## config.mk

```make
export PLATFORM = sky130hd
export DESIGN_NAME = hazard_ctrl_flat
export DESIGN_NICKNAME = d
export VERILOG_FILES = /design/src/rtl/pipe_pkg.sv /design/src/rtl/hazard_ctrl_if.sv /design/src/rtl/hazard_ctrl_dest_tracker.sv /design/src/rtl/hazard_ctrl.sv /design/src/flat_wrapper.sv
export SDC_FILE = /design/constraint.sdc
export NUM_CORES = 1
export LEC_CHECK = 0
export CAP_MARGIN = 20
export CORE_MARGIN = 4
export CORE_UTILIZATION = 45
export DETAILED_ROUTE_END_ITERATION = 12
export GPL_TIMING_DRIVEN = 0
export HOLD_SLACK_MARGIN = 0.02
export PLACE_DENSITY = 0.73
export SLEW_MARGIN = 10
export SYNTH_ARGS = -nofsm -noshare
export SYNTH_HDL_FRONTEND = slang
export SYNTH_SLANG_ARGS = --single-unit
```

## constraint.sdc

```tcl
create_clock -name clk -period 4.3 [get_ports clk]
set_input_delay 0.86 -clock clk [delete_from_list [all_inputs] [get_ports clk]]
set_output_delay 0.86 -clock clk [all_outputs]
set_load 0.005 [all_outputs]
```

## src/rtl/pipe_pkg.sv

```systemverilog
// Shared pipeline definitions: forward-select codes, destination record, match helpers.
// Latency: n/a (types and pure functions only).
// Backpressure: n/a.
package pipe_pkg;

    localparam logic [1:0] FWD_RF     = 2'b00;
    localparam logic [1:0] FWD_EXMEM  = 2'b01;
    localparam logic [1:0] FWD_MEMWB  = 2'b10;
    localparam logic [1:0] FWD_WBHOLD = 2'b11;

    // v is set only for a real instruction that writes the register file
    typedef struct packed {
        logic       v;
        logic [4:0] dest;
        logic       m2reg;
    } rec_t;

    localparam rec_t REC_NONE = '0;

    // A used operand hits a live producer; $0 is never a producer
    function automatic logic rec_match(input rec_t rec, input logic used, input logic [4:0] r);
        return used && rec.v && (rec.dest != 5'd0) && (rec.dest == r);
    endfunction

    // Nearest producer wins; a load still in EX cannot forward its data
    function automatic logic [1:0] fwd_sel(input logic hit_ex, input logic hit_mem,
                                           input logic hit_wb, input logic ex_is_load);
        logic [1:0] sel;
        sel = FWD_RF;
        if (hit_ex && !ex_is_load) begin
            sel = FWD_EXMEM;
        end else if (hit_mem) begin
            sel = FWD_MEMWB;
        end else if (hit_wb) begin
            sel = FWD_WBHOLD;
        end
        return sel;
    endfunction

endpackage

```

## src/rtl/hazard_ctrl_if.sv

```systemverilog
// ID-stage request and hazard-control response bundle between pipeline and controller.
// Latency: n/a (wires only).
// Backpressure: pc_stall/ifid_stall/idex_bubble returned to the pipeline.
interface hazard_ctrl_if #(
    parameter int CNT_W = 16
);
    logic             id_valid;
    logic [4:0]       id_rs;
    logic [4:0]       id_rt;
    logic             id_use_rs;
    logic             id_use_rt;
    logic             id_wreg;
    logic             id_m2reg;
    logic [4:0]       id_dest;
    logic             ex_branch_taken;

    logic             pc_stall;
    logic             ifid_stall;
    logic             idex_bubble;
    logic             ifid_flush;
    logic [1:0]       ex_fwd_a;
    logic [1:0]       ex_fwd_b;
    logic [CNT_W-1:0] stall_cnt;
    logic [CNT_W-1:0] flush_cnt;

    modport master (
        output id_valid, id_rs, id_rt, id_use_rs, id_use_rt, id_wreg, id_m2reg,
               id_dest, ex_branch_taken,
        input  pc_stall, ifid_stall, idex_bubble, ifid_flush, ex_fwd_a, ex_fwd_b,
               stall_cnt, flush_cnt
    );

    modport slave (
        input  id_valid, id_rs, id_rt, id_use_rs, id_use_rt, id_wreg, id_m2reg,
               id_dest, ex_branch_taken,
        output pc_stall, ifid_stall, idex_bubble, ifid_flush, ex_fwd_a, ex_fwd_b,
               stall_cnt, flush_cnt
    );
endinterface

```

## src/rtl/hazard_ctrl_dest_tracker.sv

```systemverilog
// Shadow of the EX/MEM/WB destination records, advancing one slot per cycle.
// Latency: 1 cycle from ID record to rec_ex, then one stage per cycle.
// Backpressure: bubble_i replaces the ID record with an invalid one; never stalls itself.
module dest_tracker
    import pipe_pkg::*;
(
    input  logic clk,
    input  logic rst,
    input  rec_t id_rec_i,
    input  logic bubble_i,
    output rec_t rec_ex_o,
    output rec_t rec_mem_o,
    output rec_t rec_wb_o
);

    rec_t rec_ex_d;
    rec_t rec_ex_q;
    rec_t rec_mem_q;
    rec_t rec_wb_q;

    assign rec_ex_d = bubble_i ? REC_NONE : id_rec_i;

    // Records march EX -> MEM -> WB in lockstep with the real pipeline
    always_ff @(posedge clk or posedge rst) begin
        if (rst) begin
            rec_ex_q  <= REC_NONE;
            rec_mem_q <= REC_NONE;
            rec_wb_q  <= REC_NONE;
        end else begin
            rec_ex_q  <= rec_ex_d;
            rec_mem_q <= rec_ex_q;
            rec_wb_q  <= rec_mem_q;
        end
    end

    assign rec_ex_o  = rec_ex_q;
    assign rec_mem_o = rec_mem_q;
    assign rec_wb_o  = rec_wb_q;

endmodule

```

## src/rtl/hazard_ctrl.sv

```systemverilog
// Hazard controller for the 5-stage core: stall, bubble, flush and operand-forward selects.
// Latency: stall/flush combinational in the same cycle; forward selects registered, 1 cycle.
// Backpressure: stall holds PC and IF/ID and bubbles ID/EX; a taken branch flushes and wins over a stall.
module hazard_ctrl
    import pipe_pkg::*;
#(
    parameter int FORWARD = 1,
    parameter int CNT_W   = 16
) (
    input  logic         clk,
    input  logic         rst,
    hazard_ctrl_if.slave ctrl_if
);

    localparam logic FWD_EN = (FORWARD != 0);

    rec_t             id_rec;
    rec_t             rec_ex;
    rec_t             rec_mem;
    rec_t             rec_wb;
    logic             use_rs;
    logic             use_rt;
    logic             ex_a, ex_b, mem_a, mem_b, wb_a, wb_b;
    logic             load_use;
    logic             raw_any;
    logic             stall_req;
    logic             stall;
    logic             flush;
    logic             bubble;
    logic [1:0]       fwd_a_d, fwd_a_q;
    logic [1:0]       fwd_b_d, fwd_b_q;
    logic [CNT_W-1:0] stall_cnt_d, stall_cnt_q;
    logic [CNT_W-1:0] flush_cnt_d, flush_cnt_q;
    logic             unused_m2reg;

    // Only the EX producer's load flag matters; older loads already have their data
    assign unused_m2reg = rec_mem.m2reg ^ rec_wb.m2reg;

    assign id_rec = '{v:     ctrl_if.id_valid & ctrl_if.id_wreg,
                      dest:  ctrl_if.id_dest,
                      m2reg: ctrl_if.id_m2reg};

    dest_tracker u_tracker (
        .clk       (clk),
        .rst       (rst),
        .id_rec_i  (id_rec),
        .bubble_i  (bubble),
        .rec_ex_o  (rec_ex),
        .rec_mem_o (rec_mem),
        .rec_wb_o  (rec_wb)
    );

    // Match ID operands against in-flight producers and decide stall/flush
    always_comb begin
        use_rs    = ctrl_if.id_valid & ctrl_if.id_use_rs;
        use_rt    = ctrl_if.id_valid & ctrl_if.id_use_rt;
        ex_a      = rec_match(rec_ex,  use_rs, ctrl_if.id_rs);
        ex_b      = rec_match(rec_ex,  use_rt, ctrl_if.id_rt);
        mem_a     = rec_match(rec_mem, use_rs, ctrl_if.id_rs);
        mem_b     = rec_match(rec_mem, use_rt, ctrl_if.id_rt);
        wb_a      = rec_match(rec_wb,  use_rs, ctrl_if.id_rs);
        wb_b      = rec_match(rec_wb,  use_rt, ctrl_if.id_rt);
        load_use  = (ex_a | ex_b) & rec_ex.m2reg;
        raw_any   = ex_a | ex_b | mem_a | mem_b | wb_a | wb_b;
        stall_req = FWD_EN ? load_use : raw_any;
        flush     = ctrl_if.ex_branch_taken;
        // A flushed ID instruction is on the wrong path, so its stall is moot
        stall     = stall_req & ~flush;
        bubble    = stall_req | flush;
    end

    // Forward selects for the instruction about to enter EX; a bubble carries 00
    always_comb begin
        fwd_a_d = FWD_RF;
        fwd_b_d = FWD_RF;
        if (FWD_EN && !bubble) begin
            fwd_a_d = fwd_sel(ex_a, mem_a, wb_a, rec_ex.m2reg);
            fwd_b_d = fwd_sel(ex_b, mem_b, wb_b, rec_ex.m2reg);
        end
    end

    // Saturating performance counters
    always_comb begin
        stall_cnt_d = stall_cnt_q;
        flush_cnt_d = flush_cnt_q;
        if (stall && (stall_cnt_q != '1)) begin
            stall_cnt_d = stall_cnt_q + CNT_W'(1);
        end
        if (flush && (flush_cnt_q != '1)) begin
            flush_cnt_d = flush_cnt_q + CNT_W'(1);
        end
    end

    // Forward-select and counter state
    always_ff @(posedge clk or posedge rst) begin
        if (rst) begin
            fwd_a_q     <= FWD_RF;
            fwd_b_q     <= FWD_RF;
            stall_cnt_q <= '0;
            flush_cnt_q <= '0;
        end else begin
            fwd_a_q     <= fwd_a_d;
            fwd_b_q     <= fwd_b_d;
            stall_cnt_q <= stall_cnt_d;
            flush_cnt_q <= flush_cnt_d;
        end
    end

    assign ctrl_if.pc_stall    = stall;
    assign ctrl_if.ifid_stall  = stall;
    assign ctrl_if.idex_bubble = bubble;
    assign ctrl_if.ifid_flush  = flush;
    assign ctrl_if.ex_fwd_a    = fwd_a_q;
    assign ctrl_if.ex_fwd_b    = fwd_b_q;
    assign ctrl_if.stall_cnt   = stall_cnt_q;
    assign ctrl_if.flush_cnt   = flush_cnt_q;

endmodule

```

## src/flat_wrapper.sv

```systemverilog
// flat-port wrapper written by rule: the top's interface ports become plain ports
module hazard_ctrl_flat import pipe_pkg::*;
#(
    parameter int FORWARD = 1,
    parameter int CNT_W   = 16
)
  (clk, rst, ctrl_if_id_valid, ctrl_if_id_rs, ctrl_if_id_rt, ctrl_if_id_use_rs, ctrl_if_id_use_rt, ctrl_if_id_wreg, ctrl_if_id_m2reg, ctrl_if_id_dest, ctrl_if_ex_branch_taken, ctrl_if_pc_stall, ctrl_if_ifid_stall, ctrl_if_idex_bubble, ctrl_if_ifid_flush, ctrl_if_ex_fwd_a, ctrl_if_ex_fwd_b, ctrl_if_stall_cnt, ctrl_if_flush_cnt);
  hazard_ctrl_if #(.CNT_W(CNT_W)) ctrl_if_i ();
  input  logic clk;
  input  logic rst;
  input wire logic [$bits(ctrl_if_i.id_valid)-1:0] ctrl_if_id_valid;
  input wire logic [$bits(ctrl_if_i.id_rs)-1:0] ctrl_if_id_rs;
  input wire logic [$bits(ctrl_if_i.id_rt)-1:0] ctrl_if_id_rt;
  input wire logic [$bits(ctrl_if_i.id_use_rs)-1:0] ctrl_if_id_use_rs;
  input wire logic [$bits(ctrl_if_i.id_use_rt)-1:0] ctrl_if_id_use_rt;
  input wire logic [$bits(ctrl_if_i.id_wreg)-1:0] ctrl_if_id_wreg;
  input wire logic [$bits(ctrl_if_i.id_m2reg)-1:0] ctrl_if_id_m2reg;
  input wire logic [$bits(ctrl_if_i.id_dest)-1:0] ctrl_if_id_dest;
  input wire logic [$bits(ctrl_if_i.ex_branch_taken)-1:0] ctrl_if_ex_branch_taken;
  output wire logic [$bits(ctrl_if_i.pc_stall)-1:0] ctrl_if_pc_stall;
  output wire logic [$bits(ctrl_if_i.ifid_stall)-1:0] ctrl_if_ifid_stall;
  output wire logic [$bits(ctrl_if_i.idex_bubble)-1:0] ctrl_if_idex_bubble;
  output wire logic [$bits(ctrl_if_i.ifid_flush)-1:0] ctrl_if_ifid_flush;
  output wire logic [$bits(ctrl_if_i.ex_fwd_a)-1:0] ctrl_if_ex_fwd_a;
  output wire logic [$bits(ctrl_if_i.ex_fwd_b)-1:0] ctrl_if_ex_fwd_b;
  output wire logic [$bits(ctrl_if_i.stall_cnt)-1:0] ctrl_if_stall_cnt;
  output wire logic [$bits(ctrl_if_i.flush_cnt)-1:0] ctrl_if_flush_cnt;
  assign ctrl_if_i.id_valid = ctrl_if_id_valid;
  assign ctrl_if_i.id_rs = ctrl_if_id_rs;
  assign ctrl_if_i.id_rt = ctrl_if_id_rt;
  assign ctrl_if_i.id_use_rs = ctrl_if_id_use_rs;
  assign ctrl_if_i.id_use_rt = ctrl_if_id_use_rt;
  assign ctrl_if_i.id_wreg = ctrl_if_id_wreg;
  assign ctrl_if_i.id_m2reg = ctrl_if_id_m2reg;
  assign ctrl_if_i.id_dest = ctrl_if_id_dest;
  assign ctrl_if_i.ex_branch_taken = ctrl_if_ex_branch_taken;
  assign ctrl_if_pc_stall = ctrl_if_i.pc_stall;
  assign ctrl_if_ifid_stall = ctrl_if_i.ifid_stall;
  assign ctrl_if_idex_bubble = ctrl_if_i.idex_bubble;
  assign ctrl_if_ifid_flush = ctrl_if_i.ifid_flush;
  assign ctrl_if_ex_fwd_a = ctrl_if_i.ex_fwd_a;
  assign ctrl_if_ex_fwd_b = ctrl_if_i.ex_fwd_b;
  assign ctrl_if_stall_cnt = ctrl_if_i.stall_cnt;
  assign ctrl_if_flush_cnt = ctrl_if_i.flush_cnt;
  hazard_ctrl #(.FORWARD(FORWARD), .CNT_W(CNT_W)) u_core (.clk(clk), .rst(rst), .ctrl_if(ctrl_if_i));
endmodule
```

==> impl_results.md <==
- Status: finished, final reports clean
- Global route total overflow: 0
- Syn_area_per_cell: 11.06 sq um
- Fillers: 505
- Slew margin rel.: 65.38%
- Worst hold slack: 0.3966 ns
- Antenna violations before repair: 0
- CP endpoint: ctrl_if_pc_stall
- Fmax: 0.2482 GHz
- Syn Nets: 270
- Worst r2r src: u_core.u_tracker.rec_ex_o[4]$_DFF_PP0_
- Dpl ws: 0.05141 ns
- Tmin final: 4.028 ns
- Tot Pwr: 1.121 mW
- Met3 WL post-DR: 314 um
- DRT Pass-1 Iters: 4
- Crit end category: output pin
- Detail Route Antenna Nets: 0
- Die area: 7325 sq um
- Dpl cell area: 3440 sq um
- Post-Route Skew: 0.006534 ns
- Clock Path Buffers: 2
- Wire length on met2: 2.907 mm
- Largest net degree at the start of global routing: 33
- GPL Wtd Cong: 0.8238
- Library cells used by synthesis: 37
- Static Leak: 1.448 nW
- R2R depth: 7
- Ports: 63
- Share of cells above drive strength 1: 6.962%
- Num CTS Buffers: 5
- Pwr Density: 317.8 nW/um^2
- Fin area: 3526 sq um
- Root Buffer: clkbuf_8
- R2r setup slk: 2.02 ns
- Metal1 wirelength: 2.570 mm
- DRT iter0 DRCs: 49
- Syn-to-layout area delta: 30.16%
- CTS Hold Bufs: 0
- # setup viols final: 0
- Final WS setup: 0.2718 ns
- Synth Register Bits: 55
- Worst EP required: 3.44 ns
- Sink Count: 55
- Antenna diodes: 0
- Drt total wl: 5.863 mm
- Post-Syn Instances: 245
- Final worst-path cycle share: 93.68%
- Nets: 340
- Max-Cap Viols: 0
- Post-CTS setup buffers: 0
- Sequential-to-total area share from yosys stat: 50.81%
- IO buf count: 62
- H-tree depth: 2
- Critical Path Start: ctrl_if_id_rs[3]
- EDFF count, synth: 0
- CP startpoint kind: primary input
- Vias/cell: 5.418
- # rows: 27
- Top Metal Used: met4
- Residual DRC count: 0
- Reg2reg end: u_core.ctrl_if.stall_cnt[12]$_DFFE_PP0P_
- Die height: 85.59 um
- Peak supply drop: 0.0001928 V
- Final Max Tran Viols: 0
- Total negative slack: 0 ns
- CTS tree: built
- Synthesized cell area: 2709 sq um
- Main synth FF type: dfrtp_1
- Arrival @ worst endpoint: 3.17 ns
- Worst-margin pin slew: 0.5186 ns
- Gr usage total: 17.07%
- Async SR Flop Fraction: 100.0%
- Clock Latency Late Sink: 0.31 ns
- Wirelength per Cell: 15.11 um
- Synth Warn #: 0
- CORE AREA: 5675 sq um
- Global-route wire length before repair: 9.970 mm
- HP Class: flop to flop
- Total number of vias: 2,102
- Clk slew on worst S/H paths: 0.09 ns
- Vias in the first global route: 2,118
- Die X: 85.59 um
- Final HPWL DP: 4.507 mm
- Initial Util: 47.73%
- Crit path max fanout: 5
- Final Hold Violating Endpoints: 0
- Critical path type: primary input to output pin
- RSZ-0062 raised after global routing: false
==> stage by stage <==
stage                     utilization [%]  instances
after CTS                           62.04        388
after floorplan                         -        245
after global routing                62.13        388
final                               62.13        388
after detailed placement            60.60        380
after global placement              60.25        379
==> timing repair <==
item                                   in CTS  in global routing
setup endpoints to repair                   0                  2
endpoints found under the hold margin       0                  0
resized for setup                           0                  1
==> area by class of cell <==
type                       instances  area [sq um]  area share, %
buffer                             6         37.54          1.065
clock buffer                       7         76.32          2.165
clock inverter                     1         5.005         0.1419
inverter                           2         7.507         0.2129
multi-input combinational        182          1292          36.66
sequential                        55          1376          39.03
tap                               72         90.09          2.555
timing repair buffer              63         640.6          18.17
==> state kept, by name (all words and copies together) (netlist names) <==
name                        cells
u_core.u_tracker.rec_ex_o       7
u_core.u_tracker.rec_mem_o      6
u_core.ctrl_if.ex_fwd_a         2
u_core.ctrl_if.flush_cnt       16
u_core.ctrl_if.stall_cnt       16
u_core.ctrl_if.ex_fwd_b         2
u_core.u_tracker.rec_wb_o       6
==> worst max-delay path: stages <==
cell             delay (ns)
clkdlybuf4s50_1        0.57
xnor2_1                0.16
nand4_1                0.14
or3_4                  0.43
a211oi_2               0.34
buf_4                  0.17
clkdlybuf4s50_1        0.49
==> placed cells by master (no fill, tap or decap), types with 2 or more instances in the layout <==
cell type,synthesis,layout
nand2_1,18,18
nand4_1,12,12
and2_1,8,8
xnor2_1,36,36
clkbuf_8,0,5
and3_1,7,7
nor4_1,8,8
nand3_1,14,14
or4_1,8,8
clkbuf_1,2,4
ha_1,2,2
o21ai_0,2,2
mux2_2,4,4
xor2_1,18,18
dfrtp_1,55,55
a21oi_1,8,8
nor2_1,6,6
nor3_1,7,7
or3_1,2,2
nand2b_1,2,2
and4_1,4,4
clkdlybuf4s50_1,0,62
buf_4,2,2
a211oi_1,4,3
==> power by group <==
group	total (mW)	switching [mW]	internal, mW
registers	0.615	0.0556	0.560
clock network	0.274	0.159	0.115
logic	0.232	0.0947	0.137
==> synthesized netlist by cell type (2+ instances only) <==
cell / count / area share [%]
a211oi_1: 4 / 1.1
a21oi_1: 8 / 1.5
and2_1: 8 / 1.8
and3_1: 7 / 1.6
and4_1: 4 / 1.3
buf_4: 2 / 0.55
clkbuf_1: 2 / 0.28
dfrtp_1: 55 / 51
ha_1: 2 / 0.92
inv_1: 2 / 0.28
mux2_2: 4 / 1.7
nand2_1: 18 / 2.5
nand2b_1: 2 / 0.46
nand3_1: 14 / 2.6
nand4_1: 12 / 2.8
nor2_1: 6 / 0.83
nor3_1: 7 / 1.3
nor4_1: 8 / 1.8
o21ai_0: 2 / 0.37
or3_1: 2 / 0.46
or4_1: 8 / 2.2
xnor2_1: 36 / 12
xor2_1: 18 / 5.8
==> logic make-up (layout without fill, tap and decap cells) <==
family	after synthesis	after routing	share of synthesized area [%]
XOR/XNOR	54	54	17.46
flip-flops	55	55	50.81
multiplexers	5	5	2.078
buffers and inverters	8	79	1.663
AND/OR/NAND/NOR	103	103	22.08
adder cells (fa/ha/maj)	2	2	0.9236
AO/OA/AOI/OAI	18	18	4.989
==> metal layers <==
metal  vias up  GRT usage (%)
met5         -              0
met1      1035          21.46
li1       1012              -
met2        50          29.38
met3         5          4.035
met4         0          4.748
==> worst min path at each step <==
stage / startpoint / to / slack (ns) / cells past startpoint
2_1_floorplan: u_core.u_tracker.rec_mem_o[6]$_DFF_PP0_ / u_core.u_tracker.rec_wb_o[6]$_DFF_PP0_ / 0.35 / 0
3_3_place_gp: u_core.u_tracker.rec_mem_o[6]$_DFF_PP0_ / u_core.u_tracker.rec_wb_o[6]$_DFF_PP0_ / 0.38 / 0
3_5_place_dp: u_core.u_tracker.rec_mem_o[6]$_DFF_PP0_ / u_core.u_tracker.rec_wb_o[6]$_DFF_PP0_ / 0.38 / 0
4_1_cts: u_core.u_tracker.rec_mem_o[6]$_DFF_PP0_ / u_core.u_tracker.rec_wb_o[6]$_DFF_PP0_ / 0.40 / 0
5_1_grt: u_core.u_tracker.rec_mem_o[6]$_DFF_PP0_ / u_core.u_tracker.rec_wb_o[6]$_DFF_PP0_ / 0.40 / 0
6_report: u_core.u_tracker.rec_mem_o[6]$_DFF_PP0_ / u_core.u_tracker.rec_wb_o[6]$_DFF_PP0_ / 0.40 / 0
Note: power is estimated with default switching activity, not from simulation.
